**config.mk**
```make
export PLATFORM = sky130hd
export DESIGN_NAME = sequence_generator_flat
export DESIGN_NICKNAME = d
export VERILOG_FILES = /design/src/rtl/sequence_generator_if.sv /design/src/rtl/sequence_generator.sv /design/src/flat_wrapper.sv
export SDC_FILE = /design/constraint.sdc
export NUM_CORES = 1
export LEC_CHECK = 0
export BUFFER_PORTS_ARGS = -buffer_cell sky130_fd_sc_hd__buf_2
export CORE_ASPECT_RATIO = 1.4
export CORE_MARGIN = 2
export CORE_UTILIZATION = 30
export DETAILED_ROUTE_END_ITERATION = 7
export SYNTH_ARGS = -nofsm -noshare
export SYNTH_HDL_FRONTEND = slang
export SYNTH_SLANG_ARGS = --single-unit
```
**constraint.sdc**
```tcl
create_clock -name clk -period 2.23 [get_ports clk]
set_input_delay 0.5575 -clock clk [delete_from_list [all_inputs] [get_ports clk]]
set_output_delay 0.5575 -clock clk [all_outputs]
set_load 0.01 [all_outputs]
```
**src/rtl/sequence_generator_if.sv**
```systemverilog
// Control and serial-output bundle between a pattern source and its driver.
// The generator sits on the slave side; the block that controls it uses the master side.
interface sequence_generator_if #(
    parameter int LEN    = 4,
    parameter int REPS_W = 4
);
    localparam int IDX_W = (LEN > 1) ? $clog2(LEN) : 1;

    logic              start;
    logic              load_pat;
    logic [LEN-1:0]    pattern_in;
    logic [REPS_W-1:0] reps;
    logic              abort;
    logic              out;
    logic              out_valid;
    logic              busy;
    logic              done;
    logic [IDX_W-1:0]  bit_idx;

    modport master (
        output start, load_pat, pattern_in, reps, abort,
        input  out, out_valid, busy, done, bit_idx
    );

    modport slave (
        input  start, load_pat, pattern_in, reps, abort,
        output out, out_valid, busy, done, bit_idx
    );
endinterface

```
**src/rtl/sequence_generator.sv**
```systemverilog
// Serial pattern transmitter: shifts a LEN-bit pattern out MSB first, repeated a
// programmable number of times with a fixed idle gap between repetitions.
module sequence_generator #(
    parameter int             LEN     = 4,
    parameter logic [LEN-1:0] PATTERN = 4'b1011,
    parameter int             REPS_W  = 4,
    parameter int             GAP     = 2
) (
    input  logic                clk,
    input  logic                rst,
    sequence_generator_if.slave bus_io
);
    localparam int IDX_W = (LEN > 1) ? $clog2(LEN) : 1;
    localparam int GW    = (GAP > 1) ? $clog2(GAP) : 1;

    localparam logic [IDX_W-1:0] IDX_LAST = IDX_W'(LEN - 1);
    localparam logic [GW-1:0]    GAP_LAST = GW'((GAP > 0) ? GAP - 1 : 0);

    typedef enum logic [1:0] {
        ST_IDLE = 2'd0,
        ST_SEND = 2'd1,
        ST_GAP  = 2'd2
    } state_t;

    state_t            state_q, state_d;
    logic [LEN-1:0]    pattern_q, pattern_d;
    logic [REPS_W-1:0] repsLeft_q, repsLeft_d;
    logic [GW-1:0]     gapCnt_q, gapCnt_d;
    logic [IDX_W-1:0]  bitIdx_q, bitIdx_d;
    logic              out_q, out_d;
    logic              outValid_q, outValid_d;
    logic              busy_q, busy_d;
    logic              done_q, done_d;
    logic [LEN-1:0]    startPat;

    always_ff @(posedge clk) begin
        if (rst) begin
            state_q    <= ST_IDLE;
            pattern_q  <= PATTERN;
            repsLeft_q <= '0;
            gapCnt_q   <= '0;
            bitIdx_q   <= '0;
            out_q      <= 1'b0;
            outValid_q <= 1'b0;
            busy_q     <= 1'b0;
            done_q     <= 1'b0;
        end else begin
            state_q    <= state_d;
            pattern_q  <= pattern_d;
            repsLeft_q <= repsLeft_d;
            gapCnt_q   <= gapCnt_d;
            bitIdx_q   <= bitIdx_d;
            out_q      <= out_d;
            outValid_q <= outValid_d;
            busy_q     <= busy_d;
            done_q     <= done_d;
        end
    end

    // Outputs are computed one cycle ahead so every output comes straight from a flop.
    always_comb begin
        state_d    = state_q;
        pattern_d  = pattern_q;
        repsLeft_d = repsLeft_q;
        gapCnt_d   = gapCnt_q;
        bitIdx_d   = '0;
        out_d      = 1'b0;
        outValid_d = 1'b0;
        busy_d     = 1'b0;
        done_d     = 1'b0;
        startPat   = bus_io.load_pat ? bus_io.pattern_in : pattern_q;

        case (state_q)
            ST_IDLE: begin
                if (!bus_io.abort) begin
                    if (bus_io.load_pat) begin
                        pattern_d = bus_io.pattern_in;
                    end
                    if (bus_io.start) begin
                        repsLeft_d = (bus_io.reps == '0) ? REPS_W'(1) : bus_io.reps;
                        state_d    = ST_SEND;
                        bitIdx_d   = IDX_LAST;
                        out_d      = startPat[LEN-1];
                        outValid_d = 1'b1;
                        busy_d     = 1'b1;
                    end
                end
            end

            ST_SEND: begin
                if (bus_io.abort) begin
                    state_d = ST_IDLE;
                end else if (bitIdx_q != '0) begin
                    bitIdx_d   = bitIdx_q - IDX_W'(1);
                    out_d      = pattern_q[bitIdx_q - IDX_W'(1)];
                    outValid_d = 1'b1;
                    busy_d     = 1'b1;
                end else if (repsLeft_q > REPS_W'(1)) begin
                    repsLeft_d = repsLeft_q - REPS_W'(1);
                    busy_d     = 1'b1;
                    if (GAP > 0) begin
                        state_d  = ST_GAP;
                        gapCnt_d = GAP_LAST;
                    end else begin
                        bitIdx_d   = IDX_LAST;
                        out_d      = pattern_q[LEN-1];
                        outValid_d = 1'b1;
                    end
                end else begin
                    state_d = ST_IDLE;
                    done_d  = 1'b1;
                end
            end

            ST_GAP: begin
                busy_d = 1'b1;
                if (bus_io.abort) begin
                    state_d = ST_IDLE;
                    busy_d  = 1'b0;
                end else if (gapCnt_q == '0) begin
                    state_d    = ST_SEND;
                    bitIdx_d   = IDX_LAST;
                    out_d      = pattern_q[LEN-1];
                    outValid_d = 1'b1;
                end else begin
                    gapCnt_d = gapCnt_q - GW'(1);
                end
            end

            default: begin
                state_d = ST_IDLE;
            end
        endcase
    end

    assign bus_io.out       = out_q;
    assign bus_io.out_valid = outValid_q;
    assign bus_io.busy      = busy_q;
    assign bus_io.done      = done_q;
    assign bus_io.bit_idx   = bitIdx_q;
endmodule
```
**src/flat_wrapper.sv**
```systemverilog
// flat-port wrapper written by rule: the top's interface ports become plain ports
module sequence_generator_flat 
#(
    parameter int             LEN     = 4,
    parameter logic [LEN-1:0] PATTERN = 4'b1011,
    parameter int             REPS_W  = 4,
    parameter int             GAP     = 2
)
  (clk, rst, bus_io_start, bus_io_load_pat, bus_io_pattern_in, bus_io_reps, bus_io_abort, bus_io_out, bus_io_out_valid, bus_io_busy, bus_io_done, bus_io_bit_idx);
  sequence_generator_if #(.LEN(LEN), .REPS_W(REPS_W)) bus_io_i ();
  input  logic clk;
  input  logic rst;
  input wire logic [$bits(bus_io_i.start)-1:0] bus_io_start;
  input wire logic [$bits(bus_io_i.load_pat)-1:0] bus_io_load_pat;
  input wire logic [$bits(bus_io_i.pattern_in)-1:0] bus_io_pattern_in;
  input wire logic [$bits(bus_io_i.reps)-1:0] bus_io_reps;
  input wire logic [$bits(bus_io_i.abort)-1:0] bus_io_abort;
  output wire logic [$bits(bus_io_i.out)-1:0] bus_io_out;
  output wire logic [$bits(bus_io_i.out_valid)-1:0] bus_io_out_valid;
  output wire logic [$bits(bus_io_i.busy)-1:0] bus_io_busy;
  output wire logic [$bits(bus_io_i.done)-1:0] bus_io_done;
  output wire logic [$bits(bus_io_i.bit_idx)-1:0] bus_io_bit_idx;
  assign bus_io_i.start = bus_io_start;
  assign bus_io_i.load_pat = bus_io_load_pat;
  assign bus_io_i.pattern_in = bus_io_pattern_in;
  assign bus_io_i.reps = bus_io_reps;
  assign bus_io_i.abort = bus_io_abort;
  assign bus_io_out = bus_io_i.out;
  assign bus_io_out_valid = bus_io_i.out_valid;
  assign bus_io_busy = bus_io_i.busy;
  assign bus_io_done = bus_io_i.done;
  assign bus_io_bit_idx = bus_io_i.bit_idx;
  sequence_generator #(.LEN(LEN), .PATTERN(PATTERN), .REPS_W(REPS_W), .GAP(GAP)) u_core (.clk(clk), .rst(rst), .bus_io(bus_io_i));
endmodule
```
==> summary.md <==
| Metric | Value |
|---|---|
| Final #Nets | 146 |
| Fraction of the yosys area taken by sequential cells | 0.3574 |
| Root Driver | clkbuf_8 |
| Pins Over Slew Limit | 0 |
| CTS resizes | 0 |
| Drt wl/cell | 12.77 microns |
| Hold depth | 2 |
| Area contributors post-synth | dfxtp_1 (36%), ha_1 (6.6%), mux2i_1 (5.3%) |
| VDD IR max | 0.2800 mV |
| Hold Crit Class | reg2reg |
| Placed wire-length estimate | ~1700 microns |
| Hold Fails Final Rpt | 0 |
| Vias per std cell | 5.355 |
| Setup Viol. Count Final | 0 |
| CTS tree | yes |
| CP max FO | 5 |
| Fill cells | 337 |
| Synth area leader | dfxtp_1 |
| GR Overflow Total | 0 |
| Initial core utilization | 0.3109 |
| Hold endpoint | u_core.pattern_q[1]$_SDFFE_PP1P_ |
| WHS | 486.8 ps |
| Total track usage | 0.1297 |
| Antenna diodes | 0 |
| Worst slew pin tran | 517.0 ps |
| Largest net degree at the start of global routing | 16 |
| Vias in the first global route | 842 |
| Fmax | 0.5779 GHz |
| Final wirelength | 2120 microns |
| Worst setup SP type | register |
| Die Wd | approximately 52 microns |
| FF-to-FF path depth | 6 |
| Flop2flop setup slack | 500 ps |
| Net count after synthesis | 127 |
| Beginning of the worst hold path | u_core.pattern_q[1]$_SDFFE_PP1P_ |
| Area occupied by multi-input gates | 556.8 sq um |
| 1st-iter DRT viols | 14 |
| DR top layer | met4 |
| Post-Syn Area | approximately 950 sq um |
| Unrepaired setup endpoints after global routing | false |
| TritonCTS Buffers | 3 |
| Initial antenna violation count | 0 |
| H-tree levels | 1 |
| Reg area | roughly 340 sq um |
| Worst Setup Path Type | reg2reg |
| Rows | 24 |
| Min Tclk post-route | 1730 ps |
| First-pass GRT wire length | 3657 microns |
| Clock Pin Slew Worst Setup and Hold Paths | 60 ps |
| Drt pass-1 iters | 4 |
| Post-route clock period utilization | 0.7760 |
| Reg-to-reg startpoint | u_core.repsLeft_q[0]$_SDFFE_PP0P_ |
| Status | complete, no violations |
| Met3 routed WL | between 90 and 100 microns |
| GP Congestion | 0.8574 |
| Mean post-synth cell area | approximately 8.7 sq um |
| CTS Buffer Depth | 2 |
| Area grow syn2layout | 17.08% |
| DRC viols | 0 |
| Die H | 70.66 microns |
| Met2 WL | 1042 microns |
| Post-synthesis cell count | 109 |
| Port-buffer cells | 18 |
| Clock Latency Late Sink | 250 ps |
| M1 WL | 917 microns |
| # hold bufs at CTS | 0 |
| Ports | 19 |
| Slew HR | 0.6549 |
| CP Data Arrival Time | about 1900 ps |
| Distinct cells, synth | 34 |
| Vias | 889 |
| Post-synth top area share | 0.3574 |
| Setup TNS | 0 ps |
| Leakage | 0.4733 nW |
| R2R Path End | u_core.repsLeft_q[0]$_SDFFE_PP0P_ |
| Maxcap violations | 0 |
| Share of layout cells above drive strength 1 | 0.2205 |
| Clk sinks | 17 |
| Endpoint type of the worst setup path | register |
| Setup Skew | roughly 0.67 ps |
| Pwr per Cell Area | 609.4 mW/mm^2 |
| Final ANT Viol Nets | 0 |
| Die area | 0.003647 sq mm |
| Worst EP required | 2390 ps |
| CORE AREA | 0.003063 sq mm |
| Yosys warning count | 0 |
| # Post-CTS Setup Buffers | 0 |
| Flops & latches, synth | 17 |
## state kept, by name, summed over array words and instances (netlist names)
register                 count
u_core.bus_io.out            1
u_core.gapCnt_q              1
u_core.bus_io.bit_idx        2
u_core.pattern_q             4
u_core.bus_io.out_valid      1
u_core.bus_io.busy           1
u_core.repsLeft_q            4
u_core.state_q               2
u_core.bus_io.done           1
## metal layers
| layer | vias to the layer above | track usage |
|---|---|---|
| met2 | 30 | 0.2094 |
| met4 | 0 | 0.07310 |
| met5 | - | 0 |
| met3 | 9 | 0.02110 |
| met1 | 416 | 0.1607 |
| li1 | 434 | - |
## cells by family (layout without fill, tap and decap cells)
group                      count (synthesis)  count (layout)  synth area share
and+or+nand+nor                           40              40            0.2234
adders and majority gates                  5               5           0.06570
AOI/OAI and AO/OA                         29              29            0.2195
buffers and inverters                     12              30           0.05783
DFF                                       17              17            0.3574
muxes                                      6               6           0.07622
## cell usage in the layout (no fill, tap or decap), types with 2 or more instances in the layout
cell type and count:
a2111oi_0 2, a21oi_1 7, a31oi_1 2, buf_2 18, clkbuf_8 3, dfxtp_1 17, ha_1 5, inv_1 7
mux2i_1 5, nand2_1 13, nor2_1 7, nor2b_1 7, nor3_1 5, o21ai_0 4, o221a_2 2, o32ai_1 3
or3_1 2
## report_power, final
group / internal, mW / total [mW] / switching, mW
Sequential: 0.318 / 0.332 / 0.0141
Combinational: 0.0537 / 0.116 / 0.0621
Clock: 0.127 / 0.232 / 0.105
## per-stage QoR
stage                     power (mW)  setup slack [ps]  cells  utilization  instance area, sq um
final                         0.6794             499.6    166       0.3640                  1115
after global routing          0.7131             364.2    166       0.3640                  1115
after CTS                     0.6856             514.0    166       0.3640                  1115
after detailed placement      0.4548             516.1    162       0.3493                  1070
after global placement        0.4519             536.4    162       0.3493                  1070
after floorplan               0.4166             613.8    109            -                 952.2
## worst max path at each step
stage	from	end	slack, ps	cells after the start
2_1_floorplan	bus_io_abort	u_core.pattern_q[0]$_SDFFE_PP1P_	610	5
3_3_place_gp	bus_io_abort	u_core.pattern_q[0]$_SDFFE_PP1P_	540	5
3_5_place_dp	bus_io_abort	u_core.pattern_q[0]$_SDFFE_PP1P_	520	5
4_1_cts	u_core.repsLeft_q[0]$_SDFFE_PP0P_	u_core.repsLeft_q[0]$_SDFFE_PP0P_	510	6
5_1_grt	u_core.repsLeft_q[0]$_SDFFE_PP0P_	u_core.repsLeft_q[0]$_SDFFE_PP0P_	360	6
6_report	u_core.repsLeft_q[0]$_SDFFE_PP0P_	u_core.repsLeft_q[0]$_SDFFE_PP0P_	500	6
## synth_stat cells
library cell / instances
a21o_1: 1
a21boi_0: 1
a2111oi_0: 2
a22oi_1: 1
buf_6: 1
or3_1: 2
ha_1: 5
a31oi_1: 2
nor2_1: 7
buf_2: 2
or2_4: 1
nor3b_4: 1
a21oi_1: 7
inv_1: 7
clkbuf_1: 2
a32oi_1: 1
o31ai_1: 1
o21ai_0: 4
nor2_2: 1
nor3b_1: 1
o311a_1: 1
o311ai_0: 1
nor2b_1: 7
mux4_2: 1
and4_1: 1
nand2_1: 13
o221a_2: 2
nand2b_1: 1
o211a_1: 1
o211ai_1: 1
mux2i_1: 5
o32ai_1: 3
nor3_1: 5
dfxtp_1: 17
## cell type report
class | count | area share
timing repair buffer | 19 | 0.08754
multi-input combinational | 80 | 0.4994
clock buffer | 4 | 0.04040
inverter | 7 | 0.02357
tap | 39 | 0.04377
sequential | 17 | 0.3053
## critical path, cell delays in order (launching register included)
cell,delay [ps]
dfxtp_1,370
inv_1,70
ha_1,220
nor2_1,200
o311a_1,270
o21ai_0,190
o32ai_1,310
(Power assumes the default switching activity.)
